## src/rtl/mux_scan_pkg.sv

```systemverilog
// mux_scan_pkg: shared types and default sizing for the mux scan controller.
// Contents: FSM state enum and default parameter values used by the top
// and the next-channel finder.
package mux_scan_pkg;

  typedef enum logic [1:0] {
    IDLE   = 2'd0,
    SETTLE = 2'd1,
    HOLD   = 2'd2
  } state_t;

  localparam int CH_DEF      = 8;
  localparam int SEL_W_DEF   = 3;
  localparam int DATA_W_DEF  = 8;
  localparam int DWELL_W_DEF = 4;

endpackage

```

## src/rtl/mux_scan_next_ch.sv

```systemverilog
// mux_scan_next_ch: combinational channel finder over an enable mask.
// Latency: purely combinational.
// Backpressure: none.
// Ports: mask/cur in; next/found = lowest enabled channel strictly above cur;
//        first/any = lowest enabled channel overall.
module mux_scan_next_ch
  import mux_scan_pkg::*;
#(
  parameter int CH    = CH_DEF,
  parameter int SEL_W = SEL_W_DEF
) (
  input  logic [CH-1:0]    mask,
  input  logic [SEL_W-1:0] cur,
  output logic [SEL_W-1:0] next,
  output logic             found,
  output logic [SEL_W-1:0] first,
  output logic             any
);

  // Walk from the top down so the last hit written is the lowest index.
  always_comb begin
    next  = '0;
    found = 1'b0;
    first = '0;
    any   = 1'b0;
    for (int i = CH - 1; i >= 0; i--) begin
      if (mask[i]) begin
        first = SEL_W'(i);
        any   = 1'b1;
        if (i > int'(cur)) begin
          next  = SEL_W'(i);
          found = 1'b1;
        end
      end
    end
  end

endmodule

```

## src/rtl/mux_scan_ctrl.sv

```systemverilog
// mux_scan_ctrl: round-robin scan of an 8:1 byte mux with programmable settle.
// Latency: sample taken 1+dwell edges after each select change; 2+dwell per sample min.
// Backpressure: out_valid holds with stable data until out_ready; scan stalls meanwhile.
// Ports: start/stop/cont/ch_mask/dwell configure; sel drives the mux, z returns
//        its output; out_data/out_ch/out_valid/out_ready carry samples;
//        busy = not idle; frame_done pulses after the last accepted channel.
module mux_scan_ctrl
  import mux_scan_pkg::*;
#(
  parameter int DATA_W  = DATA_W_DEF,
  parameter int CH      = CH_DEF,
  parameter int SEL_W   = SEL_W_DEF,
  parameter int DWELL_W = DWELL_W_DEF
) (
  input  logic               clk,
  input  logic               rst_n,
  input  logic               start,
  input  logic               stop,
  input  logic               cont,
  input  logic [CH-1:0]      ch_mask,
  input  logic [DWELL_W-1:0] dwell,
  output logic [SEL_W-1:0]   sel,
  input  logic [DATA_W-1:0]  z,
  output logic [DATA_W-1:0]  out_data,
  output logic [SEL_W-1:0]   out_ch,
  output logic               out_valid,
  input  logic               out_ready,
  output logic               busy,
  output logic               frame_done
);

  state_t state, state_nxt;

  logic [DWELL_W-1:0] cnt;
  logic [CH-1:0]      mask_l;
  logic [DWELL_W-1:0] dwell_l;
  logic               cont_l;
  logic               stop_pending;

  // Finder on the latched mask: only the next-above result matters here.
  logic [SEL_W-1:0] lat_next;
  logic             lat_found;
  logic [SEL_W-1:0] lat_first_unused;
  logic             lat_any_unused;

  // Finder on the live mask: only the lowest-channel result matters here,
  // used at latch points (idle start and continuous restart).
  logic [SEL_W-1:0] live_next_unused;
  logic             live_found_unused;
  logic [SEL_W-1:0] live_first;
  logic             live_any;

  mux_scan_next_ch #(.CH(CH), .SEL_W(SEL_W)) u_lat_find (
    .mask  (mask_l),
    .cur   (sel),
    .next  (lat_next),
    .found (lat_found),
    .first (lat_first_unused),
    .any   (lat_any_unused)
  );

  mux_scan_next_ch #(.CH(CH), .SEL_W(SEL_W)) u_live_find (
    .mask  (ch_mask),
    .cur   (sel),
    .next  (live_next_unused),
    .found (live_found_unused),
    .first (live_first),
    .any   (live_any)
  );

  logic start_ok;   // accepted start from IDLE
  logic latch_cfg;  // capture ch_mask/dwell/cont this edge
  logic go_first;   // load sel with lowest live channel, counter with live dwell
  logic go_next;    // advance to next channel of latched mask
  logic do_sample;  // capture z into the output register
  logic accept;     // output handshake this edge
  logic fd_set;     // frame ends this edge

  always_comb begin
    state_nxt = state;
    start_ok  = 1'b0;
    latch_cfg = 1'b0;
    go_first  = 1'b0;
    go_next   = 1'b0;
    do_sample = 1'b0;
    accept    = 1'b0;
    fd_set    = 1'b0;
    case (state)
      IDLE: begin
        if (start && live_any) begin
          start_ok  = 1'b1;
          latch_cfg = 1'b1;
          go_first  = 1'b1;
          state_nxt = SETTLE;
        end
      end
      SETTLE: begin
        if (cnt == '0) begin
          do_sample = 1'b1;
          state_nxt = HOLD;
        end
      end
      HOLD: begin
        // out_valid is always high in HOLD, so out_ready alone completes it.
        if (out_ready) begin
          accept = 1'b1;
          if (lat_found) begin
            go_next   = 1'b1;
            state_nxt = SETTLE;
          end else begin
            fd_set = 1'b1;
            if (cont_l && !stop_pending) begin
              // Re-latch even if the new mask is empty; that just ends scanning.
              latch_cfg = 1'b1;
              if (live_any) begin
                go_first  = 1'b1;
                state_nxt = SETTLE;
              end else begin
                state_nxt = IDLE;
              end
            end else begin
              state_nxt = IDLE;
            end
          end
        end
      end
      default: state_nxt = IDLE;
    endcase
  end

  always_ff @(posedge clk or negedge rst_n) begin
    if (!rst_n) begin
      state        <= IDLE;
      sel          <= '0;
      cnt          <= '0;
      mask_l       <= '0;
      dwell_l      <= '0;
      cont_l       <= 1'b0;
      stop_pending <= 1'b0;
      out_data     <= '0;
      out_ch       <= '0;
      out_valid    <= 1'b0;
      frame_done   <= 1'b0;
    end else begin
      state      <= state_nxt;
      frame_done <= fd_set;

      if (latch_cfg) begin
        mask_l  <= ch_mask;
        dwell_l <= dwell;
        cont_l  <= cont;
      end

      if (start_ok) begin
        stop_pending <= 1'b0;
      end else if (stop && (state != IDLE)) begin
        stop_pending <= 1'b1;
      end

      if (go_first) begin
        sel <= live_first;
        cnt <= dwell;
      end else if (go_next) begin
        sel <= lat_next;
        cnt <= dwell_l;
      end else if ((state == SETTLE) && (cnt != '0)) begin
        cnt <= cnt - DWELL_W'(1);
      end

      if (do_sample) begin
        out_data  <= z;
        out_ch    <= sel;
        out_valid <= 1'b1;
      end else if (accept) begin
        out_valid <= 1'b0;
      end
    end
  end

  assign busy = (state != IDLE);

endmodule
```

## config.mk

```make
export PLATFORM = sky130hd
export DESIGN_NAME = mux_scan_ctrl
export DESIGN_NICKNAME = d
export VERILOG_FILES = /design/src/rtl/mux_scan_pkg.sv /design/src/rtl/mux_scan_next_ch.sv /design/src/rtl/mux_scan_ctrl.sv
export SDC_FILE = /design/constraint.sdc
export NUM_CORES = 1
export LEC_CHECK = 0
export ABC_CLOCK_PERIOD_IN_PS = 2800
export CELL_PAD_IN_SITES_DETAIL_PLACEMENT = 1
export CELL_PAD_IN_SITES_GLOBAL_PLACEMENT = 1
export CORE_MARGIN = 5
export CORE_UTILIZATION = 39
export DETAILED_ROUTE_END_ITERATION = 12
export GPL_TIMING_DRIVEN = 0
export PLACE_DENSITY = 0.87
export SLEW_MARGIN = 10
export SYNTH_ARGS = -nofsm -noshare
export SYNTH_HDL_FRONTEND = slang
export SYNTH_HIERARCHICAL = 1
export SYNTH_SLANG_ARGS = --single-unit
```

## constraint.sdc

```tcl
create_clock -name clk -period 2.8 [get_ports clk]
set_clock_uncertainty 0.15 [all_clocks]
set_input_delay 0.42 -clock clk [delete_from_list [all_inputs] [get_ports clk]]
set_output_delay 0.42 -clock clk [all_outputs]
set_load 0.02 [all_outputs]
```

==> flow_metrics.env, run 1 <==
export IMPL_critPathCaptureType="flip-flop"
export IMPL_slew_violations=0
export IMPL_syn_nets=192
export IMPL_grt_max_degree=36
export IMPL_htreeDepth=2
export IMPL_path_class="input pin to flip-flop"
export IMPL_core_sq_um=4410
export IMPL_period_needed_ns=2.66
export IMPL_postRouteAntennaNets=0
export IMPL_io_pins=43
export IMPL_insertion_delay_ns=0.29
export IMPL_cts_buffers=5
export IMPL_critPathMaxStageDelay_ns=0.55
export IMPL_grt_pass1_vias=1589
export IMPL_clockBufferDepth=2
export IMPL_die_area_sq_um=6080
export IMPL_worst_pin_slew_ns=0.775
export IMPL_wl_per_cell_um=17.2
export IMPL_clockRootBuffer="clkbuf_8"
export IMPL_n_antenna_cell=0
export IMPL_min_path_type="input pin to async pin"
export IMPL_dieWidth_um=78.0
export IMPL_cp_top_family="simple AND/OR/NAND/NOR gates"
export IMPL_ir_drop_mv=0.328
export IMPL_cts_sinks=35
export IMPL_gp_congestion=0.814
export IMPL_cp_slowest_cell="or4_1"
export IMPL_p_per_area_nw_per_um2=1130
export IMPL_postCtsSetupRepairBufs=0
export IMPL_fin_util_pct=55.4
export IMPL_num_rows=24
export IMPL_worst_ep_required_time_ns=2.83
export IMPL_whs_ns=0.0482
export IMPL_crit_fanout=7
export IMPL_drc=0
export IMPL_fillCellCount=483
export IMPL_grt_overflow_total=0
export IMPL_path_buf_inv=1
export IMPL_cap_violations=0
export IMPL_yosysWarnings=6
export IMPL_vias=1483
export IMPL_synth_cells=165
export IMPL_p_leak_nw=1.03
export IMPL_avgViaCountPerCell=5.55
export IMPL_die_h_um=78.0
export IMPL_fin_crit_sh_pct=95.1
export IMPL_outcome="finished clean"
export IMPL_initial_core_util_pct=40.8
export IMPL_start_kind="input pin"
export IMPL_drt_iter0_drc=31
export IMPL_worstPathArrival_ns=2.69
export IMPL_nNetsFinal=241
export IMPL_netlist_area_sq_um=1800
export IMPL_setup_viol=0
export IMPL_antenna_found_initial=0
export IMPL_timing_final_ws_setup_ns=0.139
export IMPL_firstDrtPassIters=4
export IMPL_maxSlewHeadroom_pct=48.3
export IMPL_seqCellArea_sq_um=876
export IMPL_multi_input_area_sq_um=902
export IMPL_track_usage_pct=16.3
export IMPL_drive_gt1_share_pct=22.8
export IMPL_wirelength_mm=4.60
export IMPL_syn_avg_cell_area_sq_um=10.9
export IMPL_path_cells="clkdlybuf4s50_1 -> nor4_2 -> nand2_1 -> and4bb_4 -> a21o_1 -> or4_1 -> o211a_1"
export IMPL_port_buffers=42
export IMPL_cts_tree="built"
export IMPL_hold_viol_final=0
export IMPL_area_delta_synth_final_pct=35.8
export IMPL_place_hpwl_mm=3.44
export IMPL_pre_cts_ws_ns=-0.380
export IMPL_max_freq_mhz=376
export IMPL_grt_setup_unrepaired="no"
export IMPL_path_clk_slew_ns=0.08
export IMPL_grt_pass1_wl_mm=7.90
[what timing repair did]
item                       in CTS  in global routing
resized for setup               1                  3
setup endpoints to repair       9                 11
hold buffers                    0                  0
[area by class of cell]
class,count,share of cell area (%)
Buffer,4,1.18
Clock buffer,5,2.81
Clock inverter,3,2.76
Inverter,6,0.921
Multi-Input combinational cell,120,36.9
Sequential cell,35,35.8
Tap cell,52,2.66
Timing Repair Buffer,42,17.0
[where the power goes]
group	switching, mW	internal (mW)
Sequential	0.205	0.744
Combinational	0.593	0.662
Clock	0.195	0.355
[through the flow]
stage               cells  cell area, sq um  power, mW  TNS, ns
floorplan             165              1800       1.74        0
global placement      259              2290       2.14    -2.65
detailed placement    259              2280       2.21    -4.20
CTS                   267              2420       2.77        0
global route          267              2450       2.95        0
finish                267              2450       2.75        0
[placed cells by master (no fill, tap or decap), drive strengths merged, types with 2 or more instances in the layout]
| cell | instances |
|---|---|
| a21oi | 12 |
| nor2b | 5 |
| xnor2 | 2 |
| a22oi | 2 |
| o22a | 2 |
| buf | 5 |
| o211a | 2 |
| dfrtp | 35 |
| o21ai | 8 |
| bufinv | 2 |
| nor2 | 7 |
| nor4 | 2 |
| clkdlybuf4s50 | 41 |
| or3b | 2 |
| and4bb | 2 |
| o211ai | 2 |
| and3b | 2 |
| clkbuf | 5 |
| mux2 | 23 |
| nor3 | 4 |
| inv | 6 |
| nand2 | 18 |
| a31oi | 5 |
| nand2b | 2 |
[routing by layer]
metal  up-vias  track usage, %  wire, um
met3         6            5.56       278
met1       731            19.0      1970
met4         0            6.25        63
met2        43            27.5      2280
li1        703               -         -
met5         -               0         0
[path summary, 6_finish.rpt]
check / start / end / slack, ns / depth (start not counted)
max in group asynchronous: rst_n / dwell_l[3] / 1.95 / 1
min in group clk: out_data[6] / out_data[6] / 0.36 / 1
worst max register to register: sel[1] / cnt[0] / 0.17 / 7
worst max-delay path: ch_mask[1] / cnt[0] / 0.14 / 7
worst min register to register: out_data[6] / out_data[6] / 0.36 / 1
worst min-delay path: rst_n / out_data[4] / 0.05 / 1
[state kept, by name (all words and copies together), names as in the netlist]
| signal | flops |
|---|---|
| cont_l | 1 |
| out_ch | 3 |
| out_valid | 1 |
| state | 2 |
| dwell_l | 4 |
| cnt | 4 |
| sel | 3 |
| mask_l | 7 |
| stop_pending | 1 |
| frame_done | 1 |
| out_data | 8 |
Note: power is estimated with default switching activity, not from simulation.
==> run 2: changes to the inputs <==
Settings changed: ABC_AREA set to 0, HOLD_SLACK_MARGIN set to 0.15, SETUP_SLACK_MARGIN set to 0.5.
==> run 2 against run 1 <==
Effect of this change: sequential power is 1% higher; total power is 5.9% higher; global-route usage is 2.4 points higher; fmax is 9.9% higher; die area stayed put; critical path type is now flip-flop to flip-flop.
==> flow_metrics.env, run 2 (synthesis gave the netlist of run 1 again) <==
export IMPL_track_usage_pct=18.7
export IMPL_stdcell_count=285
export IMPL_pwr_share_clk_pct=12.8
export IMPL_maxSlewHeadroom_pct=45.7
export IMPL_comb_power_share_pct=54.3
export IMPL_outcome="finished clean"
export IMPL_die_h_um=78.0
export IMPL_slew_violations=0
export IMPL_largest_register_ff_count=8
export IMPL_switching_share_pct=40.4
export IMPL_drc=0
export IMPL_wirelength_mm=6.30
export IMPL_core_sq_um=4410
export IMPL_fin_crit_sh_pct=86.5
export IMPL_hold_viol_final=0
export IMPL_drive_gt1_share_pct=33.9
export IMPL_clockRootBuffer="clkbuf_8"
export IMPL_p_per_area_nw_per_um2=1100
export IMPL_r2r_start="sel[0]"
export IMPL_dieWidth_um=78.0
export IMPL_cap_violations=0
export IMPL_worst_pin_slew_ns=0.814
export IMPL_cp_top_family="simple AND/OR/NAND/NOR gates"
export IMPL_io_pins=43
export IMPL_clockBufferDepth=2
export IMPL_port_buffers=42
export IMPL_max_freq_mhz=413
export IMPL_internal_power_mw=1.74
export IMPL_drt_iter0_drc=126
export IMPL_initial_core_util_pct=40.8
export IMPL_firstDrtPassIters=4
export IMPL_crit_fanout=4
export IMPL_grt_max_degree=36
export IMPL_die_area_sq_um=6080
export IMPL_critPathMaxStageDelay_ns=0.52
export IMPL_ir_drop_mv=0.356
export IMPL_n_antenna_cell=0
export IMPL_start_kind="flip-flop"
export IMPL_grt_pass1_vias=1734
export IMPL_rrSetupSlack_ns=0.38
export IMPL_worstPathArrival_ns=2.46
export IMPL_critPathCaptureType="flip-flop"
export IMPL_cts_buffers=5
export IMPL_htreeDepth=2
export IMPL_wl_per_cell_um=22.1
export IMPL_period_needed_ns=2.42
export IMPL_cts_sinks=35
export IMPL_path_cells="buf_12 -> o21ai_4 -> o21ai_2 -> nand3b_1 -> and4bb_4 -> a21o_4 -> or4_4 -> o211a_1"
export IMPL_largest_register="out_data"
export IMPL_whs_ns=0.358
export IMPL_min_path_cells=1
export IMPL_setup_viol=0
export IMPL_dp_cells=259
export IMPL_avgViaCountPerCell=5.68
export IMPL_path_clk_slew_ns=0.08
export IMPL_min_path_type="flip-flop to flip-flop"
export IMPL_cts_tree="built"
export IMPL_worst_ep_required_time_ns=2.84
export IMPL_postRouteAntennaNets=0
export IMPL_p_leak_nw=1.14
export IMPL_antenna_found_initial=0
export IMPL_top_regs="out_data (8), mask_l (7)"
export IMPL_path_buf_inv=1
export IMPL_r2r_end="cnt[0]"
export IMPL_gp_congestion=0.846
export IMPL_insertion_delay_ns=0.30
export IMPL_fillCellCount=471
export IMPL_p_sw_mw=1.18
export IMPL_vias=1620
export IMPL_grt_setup_unrepaired="yes"
export IMPL_place_hpwl_mm=3.37
export IMPL_hp_start="out_data[0]"
export IMPL_rr_worst_depth=8
export IMPL_path_class="flip-flop to flip-flop"
export IMPL_min_to="out_data[0]"
export IMPL_nNetsFinal=259
export IMPL_area_delta_synth_final_pct=46.5
export IMPL_cp_slowest_cell="or4_4"
export IMPL_grt_pass1_wl_mm=8.91
export IMPL_grt_overflow_total=0
export IMPL_mostFrequentLayoutCells="32 x dfrtp_1, 32 x clkdlybuf4s50_1, 23 x mux2_2"
export IMPL_num_rows=24
export IMPL_sequentialPowerShare_pct=32.9
run 2: cell count changes in the layout (fill, tap and decap cells not counted), sizes merged:
cell / change
buf: +17
clkdlybuf4s50: -9
dlygate4sd2: +8
bufinv: -2
clkbuf: +1
clkinv: +1
dlygate4sd3: +1
dlymetal6s2s: +1
run 2: worst max path at each step:
stage,startpoint,cells after the start,end
final,sel[0],8,cnt[0]
after CTS,mask_l[1],9,cnt[0]
after detailed placement,ch_mask[4],7,cnt[0]
after global placement,ch_mask[4],7,cnt[0]
after global routing,sel[0],8,cnt[0]
after floorplan,sel[2],8,cnt[0]
run 2: stage by stage:
step	cell area (sq um)	util [%]	worst slack, ns	total power, mW	TNS [ns]
after floorplan	1810	-	0.501	1.75	0
after global placement	2300	52.0	-0.197	2.15	-1.81
after detailed placement	2290	51.9	-0.200	2.21	-1.77
after CTS	2570	58.1	0.497	2.73	0
after global routing	2640	59.8	0.352	3.08	0
final	2640	59.8	0.378	2.92	0
run 2: repair_timing:
| action | 4_1_cts | 5_1_grt |
|---|---|---|
| buffers inserted | 14 | 2 |
| endpoints found under the hold margin | 35 | 0 |
| endpoints found under the setup margin | 21 | 28 |
| pin swaps | 9 | 8 |
| resized for setup | 18 | 15 |
| cloned | 0 | 1 |
| hold buffers | 1 | 0 |
run 2: layer usage:
| layer | share of wire (%) | routed length [um] | vias up | GRT usage (%) |
|---|---|---|---|---|
| met5 | 0 | 0 | - | 0 |
| met4 | 1.7 | 108 | 0 | 9.80 |
| met3 | 5.6 | 354 | 7 | 4.63 |
| met2 | 51 | 3200 | 55 | 30.6 |
| met1 | 42 | 2640 | 822 | 22.5 |
| li1 | - | - | 736 | - |
run 2: power groups by stage:
stage	Sequential [mW]	Clock (mW)	Combinational, mW
global placement	0.936	0	1.21
floorplan	1.03	0	0.720
finish	0.960	0.373	1.58
detailed placement	0.956	0	1.25
CTS	0.929	0.370	1.43
global route	0.992	0.400	1.69
run 2: area by class of cell:
type	instances	area (sq um)	area share [%]
Buffer	4	32.5	1.23
Clock buffer	6	72.6	2.75
Clock inverter	2	12.5	0.474
Inverter	6	22.5	0.853
Multi-Input combinational cell	120	977	37.0
Sequential cell	35	880	33.3
Tap cell	52	65.1	2.46
Timing Repair Buffer	60	578	21.9
run 2: worst reg2reg max path, stage by stage (launching register included):
cell	delay [ns]
dfrtp_2	0.47
buf_12	0.16
o21ai_4	0.18
o21ai_2	0.10
nand3b_1	0.15
and4bb_4	0.25
a21o_4	0.21
or4_4	0.52
o211a_1	0.12
